===== src/rtl/score_pkg.sv =====
// Shared types and constants for the score sequencer and its score-register bus.
package score_pkg;

    typedef enum logic [2:0] {
        StClr1  = 3'd0,
        StClr2  = 3'd1,
        StPlay  = 3'd2,
        StWr1   = 3'd3,
        StWr2   = 3'd4,
        StPause = 3'd5,
        StOver  = 3'd6
    } score_state_t;

    localparam logic [1:0] SCORE1_ADDR = 2'b00;
    localparam logic [1:0] SCORE2_ADDR = 2'b01;
    localparam int unsigned SCORE_W = 4;

    localparam logic [1:0] WIN_NONE = 2'b00;
    localparam logic [1:0] WIN_P1   = 2'b01;
    localparam logic [1:0] WIN_P2   = 2'b10;
    localparam logic [1:0] WIN_DRAW = 2'b11;

endpackage


===== src/rtl/frame_delay.sv =====
// Counts qualified frame ticks after a clear; done pulses on the PAUSE_FRAMES-th tick.
module frame_delay #(
    parameter int unsigned PAUSE_FRAMES = 60
) (
    input  logic clk,
    input  logic rst,
    input  logic clear,
    input  logic tick,
    output logic done
);

    localparam int unsigned CNT_W = (PAUSE_FRAMES > 1) ? $clog2(PAUSE_FRAMES) : 1;
    localparam logic [CNT_W-1:0] LAST = CNT_W'(PAUSE_FRAMES - 1);

    logic [CNT_W-1:0] cnt_q;

    assign done = tick && (cnt_q == LAST);

    always_ff @(posedge clk) begin
        if (rst || clear) begin
            cnt_q <= '0;
        end else if (done) begin
            cnt_q <= '0;
        end else if (tick) begin
            cnt_q <= cnt_q + 1'b1;
        end
    end

endmodule


===== src/rtl/score_sequencer.sv =====
// Owns both player scores, sequences score-register writes, pauses after goals, ends the game.
import score_pkg::*;

module score_sequencer #(
    parameter int unsigned WIN_SCORE    = 9,
    parameter int unsigned PAUSE_FRAMES = 60
) (
    input  logic        clk,
    input  logic        rst,
    input  logic        goal_p1_i,
    input  logic        goal_p2_i,
    input  logic        new_game_i,
    input  logic        frame_tick_i,
    output logic        MW_o,
    output logic [1:0]  address_o,
    output logic [31:0] data_o,
    output logic        freeze_o,
    output logic        game_over_o,
    output logic [1:0]  winner_o
);

    localparam logic [SCORE_W-1:0] WIN = SCORE_W'(WIN_SCORE);

    score_state_t       state_q, state_d;
    logic [SCORE_W-1:0] s1_q, s1_d, s2_q, s2_d;
    logic [1:0]         winner_q, winner_d;
    logic               mw_q, mw_d;
    logic [1:0]         addr_q, addr_d;
    logic [31:0]        data_q, data_d;
    logic               freeze_q, freeze_d;
    logic               over_q, over_d;
    logic               pause_done;
    logic               s1_won, s2_won;

    function automatic logic [SCORE_W-1:0] sat_inc(input logic [SCORE_W-1:0] v);
        return (v >= WIN) ? WIN : v + 1'b1;
    endfunction

    frame_delay #(
        .PAUSE_FRAMES(PAUSE_FRAMES)
    ) u_frame_delay (
        .clk  (clk),
        .rst  (rst),
        .clear(state_q == StWr2),
        .tick (frame_tick_i && (state_q == StPause)),
        .done (pause_done)
    );

    assign s1_won = (s1_q == WIN);
    assign s2_won = (s2_q == WIN);

    always_comb begin
        state_d  = state_q;
        s1_d     = s1_q;
        s2_d     = s2_q;
        winner_d = winner_q;
        if (new_game_i && (state_q != StClr1) && (state_q != StClr2)) begin
            state_d = StClr1;
        end else begin
            unique case (state_q)
                // After reset the CLR1 write has not been issued yet, so hold one cycle to emit it.
                StClr1: if (mw_q) state_d = StClr2;
                StClr2: state_d = StPlay;
                StPlay: begin
                    if (goal_p1_i || goal_p2_i) begin
                        if (goal_p1_i) s1_d = sat_inc(s1_q);
                        if (goal_p2_i) s2_d = sat_inc(s2_q);
                        state_d = StWr1;
                    end
                end
                StWr1: state_d = StWr2;
                StWr2: begin
                    if (s1_won || s2_won) begin
                        state_d = StOver;
                        if (s1_won && s2_won) winner_d = WIN_DRAW;
                        else if (s1_won)      winner_d = WIN_P1;
                        else                  winner_d = WIN_P2;
                    end else begin
                        state_d = StPause;
                    end
                end
                StPause: if (pause_done) state_d = StPlay;
                StOver:  state_d = StOver;
                default: state_d = StClr1;
            endcase
        end
        if (state_d == StClr1) begin
            s1_d     = '0;
            s2_d     = '0;
            winner_d = WIN_NONE;
        end
    end

    // Outputs are decoded from the state being entered so they line up with that state.
    always_comb begin
        mw_d     = 1'b0;
        addr_d   = SCORE1_ADDR;
        data_d   = '0;
        freeze_d = 1'b1;
        over_d   = 1'b0;
        unique case (state_d)
            StClr1: mw_d = 1'b1;
            StClr2: begin
                mw_d   = 1'b1;
                addr_d = SCORE2_ADDR;
            end
            StPlay: freeze_d = 1'b0;
            StWr1: begin
                mw_d   = 1'b1;
                data_d = {{(32 - SCORE_W){1'b0}}, s1_d};
            end
            StWr2: begin
                mw_d   = 1'b1;
                addr_d = SCORE2_ADDR;
                data_d = {{(32 - SCORE_W){1'b0}}, s2_d};
            end
            StOver:  over_d = 1'b1;
            default: ;
        endcase
    end

    always_ff @(posedge clk) begin
        if (rst) begin
            state_q  <= StClr1;
            s1_q     <= '0;
            s2_q     <= '0;
            winner_q <= WIN_NONE;
            mw_q     <= 1'b0;
            addr_q   <= 2'b00;
            data_q   <= '0;
            freeze_q <= 1'b1;
            over_q   <= 1'b0;
        end else begin
            state_q  <= state_d;
            s1_q     <= s1_d;
            s2_q     <= s2_d;
            winner_q <= winner_d;
            mw_q     <= mw_d;
            addr_q   <= addr_d;
            data_q   <= data_d;
            freeze_q <= freeze_d;
            over_q   <= over_d;
        end
    end

    assign MW_o        = mw_q;
    assign address_o   = addr_q;
    assign data_o      = data_q;
    assign freeze_o    = freeze_q;
    assign game_over_o = over_q;
    assign winner_o    = winner_q;

endmodule


===== config.mk =====
export PLATFORM = sky130hd
export DESIGN_NAME = score_sequencer
export DESIGN_NICKNAME = d
export VERILOG_FILES = /design/src/rtl/score_pkg.sv /design/src/rtl/frame_delay.sv /design/src/rtl/score_sequencer.sv
export SDC_FILE = /design/constraint.sdc
export NUM_CORES = 1
export LEC_CHECK = 0
export CAP_MARGIN = 20
export CORE_AREA = 2 2 62 64
export CTS_CLUSTER_SIZE = 25
export DETAILED_ROUTE_END_ITERATION = 10
export DIE_AREA = 0 0 64 66
export HOLD_SLACK_MARGIN = 0.15
export PLACE_DENSITY = 0.86
export REMOVE_ABC_BUFFERS = 1
export SETUP_SLACK_MARGIN = 0.4
export SLEW_MARGIN = 5
export SYNTH_ARGS = -nofsm -noshare
export SYNTH_HDL_FRONTEND = slang
export SYNTH_SLANG_ARGS = --single-unit

===== constraint.sdc =====
create_clock -name clk -period 2.4 [get_ports clk]
set_clock_uncertainty 0.2 [all_clocks]
set_input_delay 0.72 -clock clk [delete_from_list [all_inputs] [get_ports clk]]
set_output_delay 0.72 -clock clk [all_outputs]
set_load 0.03 [all_outputs]

Word level (Yosys, flattened, before mapping)

Cells that the tools add are included.

Multiplexer cells: 25
Equal/unequal tests: 15
Magnitude comparators: 2
Reduce and logical (&&, ||, !) cells: 16
Bitwise gates (word level): 1
Add/sub/neg operators: 3

Operator list:

| operator              | number |
|---|---|
| $mux W4               | 12 |
| $pmux W3 S7           | 1 |
| $eq A3 B3 Y1 const B  | 5 |
| $eq A3 B2 Y1 const B  | 4 |
| $mux W3               | 4 |
| $add A4 B1 Y4 const B | 2 |
| $eq A4 B4 Y1 const B  | 2 |
| $ge A4 B4 Y1 const B  | 2 |
| $pmux W4 S2           | 1 |
| $add A6 B1 Y6 const B | 1 |
| $eq A3 B1 Y1 const B  | 2 |
| $eq A6 B6 Y1 const B  | 1 |
| $logic_not A3 Y1      | 2 |
| $mux W2               | 3 |
| $reduce_or A2 Y1      | 3 |
| $logic_and A1 B1 Y1   | 5 |
| $mux W1               | 4 |
| $reduce_or A4 Y1      | 1 |
| $logic_or A1 B1 Y1    | 3 |
| $ne A3 B1 Y1 const B  | 1 |
| $reduce_and A3 Y1     | 1 |
| $reduce_bool A3 Y1    | 1 |
| $not A1 Y1            | 1 |

Word-level logic and storage cells: 72
Output and inout bits: 39
Flip-flop bits (word level): 56
Input bits: 6

Depth between registers and ports, before layout

Gate-level depths: netlist of the first run.

Depth in word-level cells: 9
Depth in mapped cells: 7
Gate-level depth less buffers: 7

Modules after synthesis

A second synthesis of the first run with hierarchy kept.

Cell total of the unflattened synthesis: 185
Area, all modules: 1577.8 um^2

Modules (own cells, without submodules):

| module          | area an instance (um^2) | sequential area each (um^2) | cells each | times used |
|---|---|---|---|---|
| score_sequencer | 1295.0                  | 420.4                       | 156        | 1 |
| frame_delay     | 282.8                   | 120.1                       | 29         | 1 |

Least setup slack after synthesis of the first run

No wires, ideal clock.

Path kind: in2reg
Start point: input port frame_tick_i
End point: register data_q[1], in the netlist data_o[1]
Arrival: 1960 ps
Path slack: 163 ps
Cell stages on the path: 5
Required time: 2123 ps
Buffers on the path: 0
Library setup time: 77 ps
Cell sequence: nand3_1 nor2_2 a2111o_1 or4_4 o22ai_1

Cells in the longest elaborated chain, start to end: 8
Elaborated cells between the ends (all ways): 11
Classes of those cells: eq/ne: 2; mux: 6; reduce/logical: 3

RTL lines:

| what                    | line                   | text |
|---|---|---|
| start, declared         | score_sequencer.sv:13  | `input logic frame_tick_i,` |
| $logic_and A1 B1 Y1 (*) | score_sequencer.sv:45  | `.tick (frame_tick_i && (state_q == StPause)),` |
| $logic_and A1 B1 Y1 (*) | frame_delay.sv:17      | `assign done = tick && (cnt_q == LAST);` |
| $mux W3 (*)             | score_sequencer.sv:82  | `StPause: if (pause_done) state_d = StPlay;` |
| $pmux W3 S7 (*)         | score_sequencer.sv:60  | `unique case (state_q)` |
| $mux W3 (*)             | score_sequencer.sv:57  | `if (new_game_i && (state_q != StClr1) && (state_q != StClr2)) begin` |
| $logic_not A3 Y1        | score_sequencer.sv:87  | `if (state_d == StClr1) begin` |
| $mux W4                 | score_sequencer.sv:87  |  |
| $pmux W4 S2 (*)         | score_sequencer.sv:101 | `unique case (state_d)` |
| end signal, assigned    | score_sequencer.sv:140 | `data_q <= data_d;` |
| end, declared           | score_sequencer.sv:29  | `logic [31:0] data_q, data_d;` |

Every way passes the cells marked *; elsewhere a longest branch is shown, timed or not.
A chain may end at the register's enable or synchronous reset.

Final worst setup path of the first run

Start point: register u_frame_delay.cnt_q[1]
End point: register data_q[1], in the netlist data_o[1]

Cells in the longest elaborated chain, start to end: 8
Elaborated cells between the ends (all ways): 11
Classes of those cells: eq/ne: 3; mux: 6; reduce/logical: 2

RTL lines:

| what                    | line                   | text |
|---|---|---|
| start, declared         | frame_delay.sv:15      | `logic [CNT_W-1:0] cnt_q;` |
| start signal, assigned  | frame_delay.sv:25      | `cnt_q <= cnt_q + 1'b1;` |
| $eq A6 B6 Y1 (*)        | frame_delay.sv:17      |  |
| $logic_and A1 B1 Y1 (*) | frame_delay.sv:17      |  |
| $mux W3 (*)             | score_sequencer.sv:82  |  |
| $pmux W3 S7 (*)         | score_sequencer.sv:60  |  |
| $mux W3 (*)             | score_sequencer.sv:57  |  |
| $logic_not A3 Y1        | score_sequencer.sv:87  |  |
| $mux W4                 | score_sequencer.sv:87  |  |
| $pmux W4 S2 (*)         | score_sequencer.sv:101 |  |

Marked as above.

==> flow_metrics.py, run 1 <==
metrics = {
    "worst_setup_path": {
        "max_stage_delay_ps": 550,
        "critical_path.top_delay_family": "simple AND/OR/NAND/NOR gates",
        "cp_max_fo": 4,
        "rrSetupSlack_ps": 340,
        "reg2reg_to": "data_o[1]",
        "path_cells": "ha_4, nand3_4, nor2_4, a2111o_1, or4_4, o22ai_2",
        "crit_slowest_cell": "or4_4",
        "cp-start-kind": "register",
        "path_class": "register to register",
        "end_kind": "register",
        "reg2reg_from": "u_frame_delay.cnt_q[1]",
        "crit_required_ps": 2460,
        "crit_buf_inv": 0,
        "r2r_cells": 6,
        "critPathArrivalTime_ps": 2110,
    },
    "logic_synthesis": {
        "synthFlopType": "dfxtp_1",
        "synth-warning-count": 0,
        "syn_inst": 190,
        "seq_area_frac_synth": 0.329,
        "async_reset_ff_frac": 0,
        "synth.most_common_cell": "buf_4",
        "synth_area_leaders": "dfxtp_1 33%, buf_4 14%, nor2_1 6.4%, ha_1 5.3%, a21oi_1 3.7%",
        "syn_avg_cell_area_um2": 8.65,
        "synth_cell_types": 47,
        "yosysTopAreaCell": "dfxtp_1",
        "ys_top_cells_by_count": "30 x buf_4, 28 x nor2_1, 27 x dfxtp_1",
        "ys_seq_elements": 27,
        "synth_area_um2": 1640,
        "yosysTopAreaCellShare": 0.329,
        "synth_edf_count": 0,
    },
    "floorplanning": {
        "start_util": 0.463,
        "core_area_um2": 3550,
        "die_area_um2": 4220,
        "die_w_um": 64,
        "num_rows": 22,
        "die_h_um": 66,
        "io_pins": 45,
    },
    "clocking": {
        "cts_tree": "done",
        "root_buffer": "clkbuf_4",
        "htreeDepth": 1,
        "clock_path_buffers": 2,
        "numCtsBuffers": 3,
        "clk_latency_ps": 320,
        "clkTransAtPathRegs_ps": 140,
        "cts_sinks": 27,
    },
    "worst_hold_path": {
        "hold_depth": 2,
        "hp-class": "register to register",
        "worstHoldStart": "winner_o[0]",
        "worstHoldEndpoint": "winner_o[0]",
    },
    "routing": {
        "first_pass_iters": 4,
        "ant_nets": 0,
        "detail_route.wl_per_cell_um": 11.8,
        "drc_errors": 0,
        "drtIter0Drc": 66,
        "route.vias.total": 1343,
        "viasPerCell": 4.87,
        "drt_wl_total_um": 3270,
    },
    "final_layout": {
        "fillers": 300,
        "diodes": 0,
        "area_delta_synth_final_pct": 19.9,
        "stdcell_count": 276,
        "drive_gt1_frac": 0.298,
        "final_design_area_no_fill_um2": 1970,
        "fin_nets": 242,
    },
    "power": {
        "peakVddDrop_uv": 193,
        "total_power_mw": 1.04,
        "power_leakage_nw": 0.835,
        "p_per_area_nw_per_um2": 529,
    },
    "placed_design": {
        "placed_area_um2": 1800,
        "dp_hpwl_um": 2190,
        "dp.cells": 263,
        "port_buffers": 15,
        "place_congestion": 0.797,
    },
    "timing": {
        "min_period_ps": 2060,
        "fin_crit_sh": 0.857,
        "worstMarginPinSlew_ps": 992,
        "final_hold_viol_count": 0,
        "setup_viol": 0,
        "timing.fmax_mhz": 486,
        "final.setup.tns_ps": 0,
        "hold_slack_ps": 265,
        "drv_slew": 0,
        "max_slew_margin": 0.331,
        "rsz0062_at_grt": "true",
    },
    "global_routing": {
        "gr-total-overflow": 0,
        "grt_pass1_vias": 1232,
        "grt_pass1_wl_um": 5150,
        "antenna_found_initial": 0,
        "grt_usage": 0.153,
        "grt_max_degree": 16,
    },
    "run_status": {
        "status": "finished, final reports clean",
    },
    "job": {
        "maxCapViolCount": 0,
    },
}
[worst min-delay path: cells and delay by family (launching register included)]
family / cells / cell delay [ps]
AOI/OAI and AO/OA: 1 / 50
and+or+nand+nor: 1 / 50
DFF: 1 / 340
[repair_timing]
item | 4_1_cts | 5_1_grt
endpoints found under the setup margin | 33 | 27
resized for setup | 37 | 28
hold buffers | 0 | 0
pin swaps | 8 | 4
buffers inserted | 6 | 3
[cells in the final DEF (no fill, tap or decap), types with 5 or more instances in the layout]
| cell type | netlist | layout |
|---|---|---|
| a21oi_1 | 12 | 11 |
| nor2_1 | 28 | 28 |
| dfxtp_1 | 27 | 19 |
| nand2_1 | 8 | 8 |
| buf_4 | 30 | 24 |
| inv_1 | 8 | 8 |
| clkbuf_2 | 0 | 7 |
| nand3_1 | 6 | 5 |
| nor3_1 | 5 | 5 |
| ha_1 | 7 | 5 |
| dfxtp_2 | 0 | 5 |
| conb_1 | 1 | 29 |
[worst max-delay path by stage]
stage                     slack [ps]  depth (start not counted)      endpoint                   start
after detailed placement        -320                          7  address_o[0]            frame_tick_i
final                            340                          6     data_o[1]  u_frame_delay.cnt_q[1]
after CTS                        300                          1          MW_o                    MW_o
after global routing             260                          9       s2_q[0]              state_q[1]
after global placement          -280                          6     data_o[1]            frame_tick_i
after floorplan                  160                          5     data_o[1]            frame_tick_i
[cell families (layout without fill, tap and decap cells)]
family | after synthesis | count (layout) | synth area share
simple gates | 72 | 72 | 0.242
mux | 3 | 3 | 0.0198
flops | 27 | 27 | 0.329
buf+inv | 42 | 52 | 0.187
xor+xnor | 5 | 5 | 0.0266
other cells | 1 | 29 | 0.00228
fa+ha+maj | 7 | 7 | 0.0533
compound gates | 33 | 33 | 0.140
[report_power, final]
group	switching (mW)	internal (mW)	leakage (nW)
clock network	0.131	0.0624	0.0177
logic	0.203	0.122	0.594
registers	0.0494	0.475	0.223
[sequential cells by signal (all words and copies together), names as in the netlist]
signal,cells
address_o,1
s1_q,4
u_frame_delay.cnt_q,6
s2_q,4
state_q,3
winner_o,2
game_over_o,1
freeze_o,1
data_o,4
MW_o,1
[routing by layer]
layer  share of wire  routed length, um  GRT usage
met1            0.43               1410      0.190
met2            0.50               1630      0.264
met3           0.053                173     0.0170
met4           0.018                 59     0.0707
met5               0                  0          0
[stage by stage]
step	setup WS, ps	util
floorplan	162	-
global placement	-276	0.507
detailed placement	-322	0.507
CTS	300	0.538
global route	256	0.555
finish	343	0.555
[area by class of cell]
| type | count | area (um^2) | area share |
|---|---|---|---|
| clock inverter | 1 | 5.00 | 0.00254 |
| sequential | 27 | 558 | 0.283 |
| timing repair buffer | 40 | 297 | 0.150 |
| clock buffer | 3 | 22.5 | 0.0114 |
| inverter | 8 | 30.0 | 0.0152 |
| tap | 48 | 60.1 | 0.0305 |
| multi-input combinational | 149 | 998 | 0.507 |
No activity file was read; power rests on OpenSTA's default activity.
==> run 2: changes to the inputs <==
Settings changed: CORE_AREA 2 2 62 64 to 2 2 64 66, DIE_AREA 0 0 64 66 to 0 0 66 68, PLACE_DENSITY 0.86 to 0.81.
==> run 2 against run 1 <==
Cell count is 1.1% lower. Critical endpoint unchanged. Largest cell class unchanged. Count of clock-buffer cells in the layout stayed put. Largest power group unchanged. Sequential share of layout area shrank 0.27 points. Maximum frequency is 2.0% higher. Clock power rose by 39%.
==> flow_metrics.py, run 2 (same netlist as run 1, synthesis figures left out) <==
metrics = {
    "global_routing": {
        "grt_pass1_vias": 1155,
        "grt_usage": 0.147,
        "grt_max_degree": 17,
        "grt_pass1_wl_um": 5140,
        "antenna_found_initial": 0,
        "gr-total-overflow": 0,
    },
    "routing": {
        "ant_nets": 0,
        "first_pass_iters": 4,
        "detail_route.wl_per_cell_um": 12.5,
        "route.vias.total": 1362,
        "drc_errors": 0,
        "drtIter0Drc": 51,
        "viasPerCell": 4.99,
        "drt_wl_total_um": 3410,
    },
    "clocking": {
        "root_buffer": "clkbuf_8",
        "cts_tree": "done",
        "clkTransAtPathRegs_ps": 100,
        "numCtsBuffers": 3,
        "clock_path_buffers": 2,
        "clk_latency_ps": 280,
        "htreeDepth": 1,
        "cts_sinks": 27,
        "hold_buffers": 0,
    },
    "timing": {
        "min_period_ps": 2020,
        "setup_viol": 0,
        "timing.fmax_mhz": 496,
        "drv_slew": 0,
        "final_hold_viol_count": 0,
        "max_slew_margin": 0.309,
        "final.setup.tns_ps": 0,
        "fin_crit_sh": 0.841,
        "hold_slack_ps": 267,
        "worstMarginPinSlew_ps": 1030,
        "rsz0062_at_grt": "true",
    },
    "worst_hold_path": {
        "worstHoldStart": "winner_o[1]",
        "hold_depth": 2,
        "hp-class": "register to register",
        "worstHoldEndpoint": "winner_o[1]",
    },
    "placed_design": {
        "place_congestion": 0.806,
        "dp_hpwl_um": 2360,
        "port_buffers": 15,
    },
    "final_layout": {
        "layout_commonest_cell": "conb_1",
        "fillers": 360,
        "diodes": 0,
        "fin_util": 0.516,
        "area_delta_synth_final_pct": 21.0,
        "final_cell_mix": "29 x conb_1, 26 x nor2_1, 20 x buf_4, 19 x dfxtp_1, 10 x a21oi_1",
        "drive_gt1_frac": 0.274,
        "largest_reg_flops": 6,
        "fin_nets": 237,
        "regMostFlops": "u_frame_delay.cnt_q",
    },
    "worst_setup_path": {
        "reg2reg_from": "u_frame_delay.cnt_q[1]",
        "end_kind": "register",
        "cp-start-kind": "primary input",
        "critPathArrivalTime_ps": 2030,
        "r2r_cells": 6,
        "rrSetupSlack_ps": 390,
        "cp_max_fo": 4,
        "reg2reg_to": "data_o[1]",
        "path_class": "primary input to register",
        "crit_required_ps": 2410,
    },
    "floorplanning": {
        "core_area_um2": 3860,
        "io_pins": 45,
        "die_h_um": 68,
        "die_area_um2": 4490,
        "die_w_um": 66,
        "start_util": 0.426,
        "num_rows": 23,
    },
    "power": {
        "power_leakage_nw": 0.867,
        "total_power_mw": 1.13,
        "p_per_area_nw_per_um2": 568,
        "peakVddDrop_uv": 316,
    },
    "job": {
        "maxCapViolCount": 0,
    },
    "run_status": {
        "status": "finished, final reports clean",
    },
}
-- run 2: cell types whose count changed in the layout (fill, tap and decap cells not counted), moves of 3 or more --
cell	change
clkbuf_4	-3
nor2_2	+3
buf_4	-4
clkbuf_8	+3
dlygate4sd2_1	+9
clkdlybuf4s15_1	-3
clkbuf_2	-7
-- run 2: area by class of cell --
type	instances	area, um^2	share of cell area
sequential	27	558	0.281
tap	50	62.6	0.0314
inverter	8	30.0	0.0151
clock buffer	3	41.3	0.0208
multi-input combinational	149	992	0.499
clock inverter	1	7.51	0.00377
timing repair buffer	35	298	0.150
-- run 2: routing by layer --
layer	vias to the layer above	wire length [um]	GRT usage
li1	663	-	-
met1	651	1490	0.189
met2	43	1730	0.255
met3	5	138	0.0132
met4	0	54	0.0612
met5	-	0	0
-- run 2: how the worst max path moves through the flow --
stage | startpoint | to | slack (ps)
after global placement | frame_tick_i | data_o[2] | -270
after detailed placement | frame_tick_i | data_o[1] | -310
final | frame_tick_i | data_o[1] | 380
after CTS | frame_tick_i | data_o[1] | 390
after floorplan | frame_tick_i | data_o[1] | 160
after global routing | s2_q[1] | data_o[1] | 350
-- run 2: critical path, cell delays in order --
cell and delay (ps):
buf_6 100, nand3_2 60, nor2_2 50, a2111o_1 380, or4_4 540, o22ai_1 180
-- run 2: power breakdown --
part | total [mW] | switching (mW) | internal, mW
Combinational | 0.337 | 0.207 | 0.130
Sequential | 0.524 | 0.0471 | 0.477
Clock | 0.269 | 0.151 | 0.118
-- run 2: stage by stage --
stage	worst slack, ps	cells	area, um^2
after floorplan	162	184	1470
after global placement	-271	264	1800
after detailed placement	-307	264	1800
after CTS	391	272	1900
after global routing	348	273	1990
final	382	273	1990
-- run 2: repair_timing --
item                                    in CTS  in global routing
cloned                                       0                  0
buffers inserted                             4                  1
hold endpoints to repair                     0                  0
pin swaps                                    7                  7
endpoints found under the setup margin      29                 15
resized for setup                           34                 22
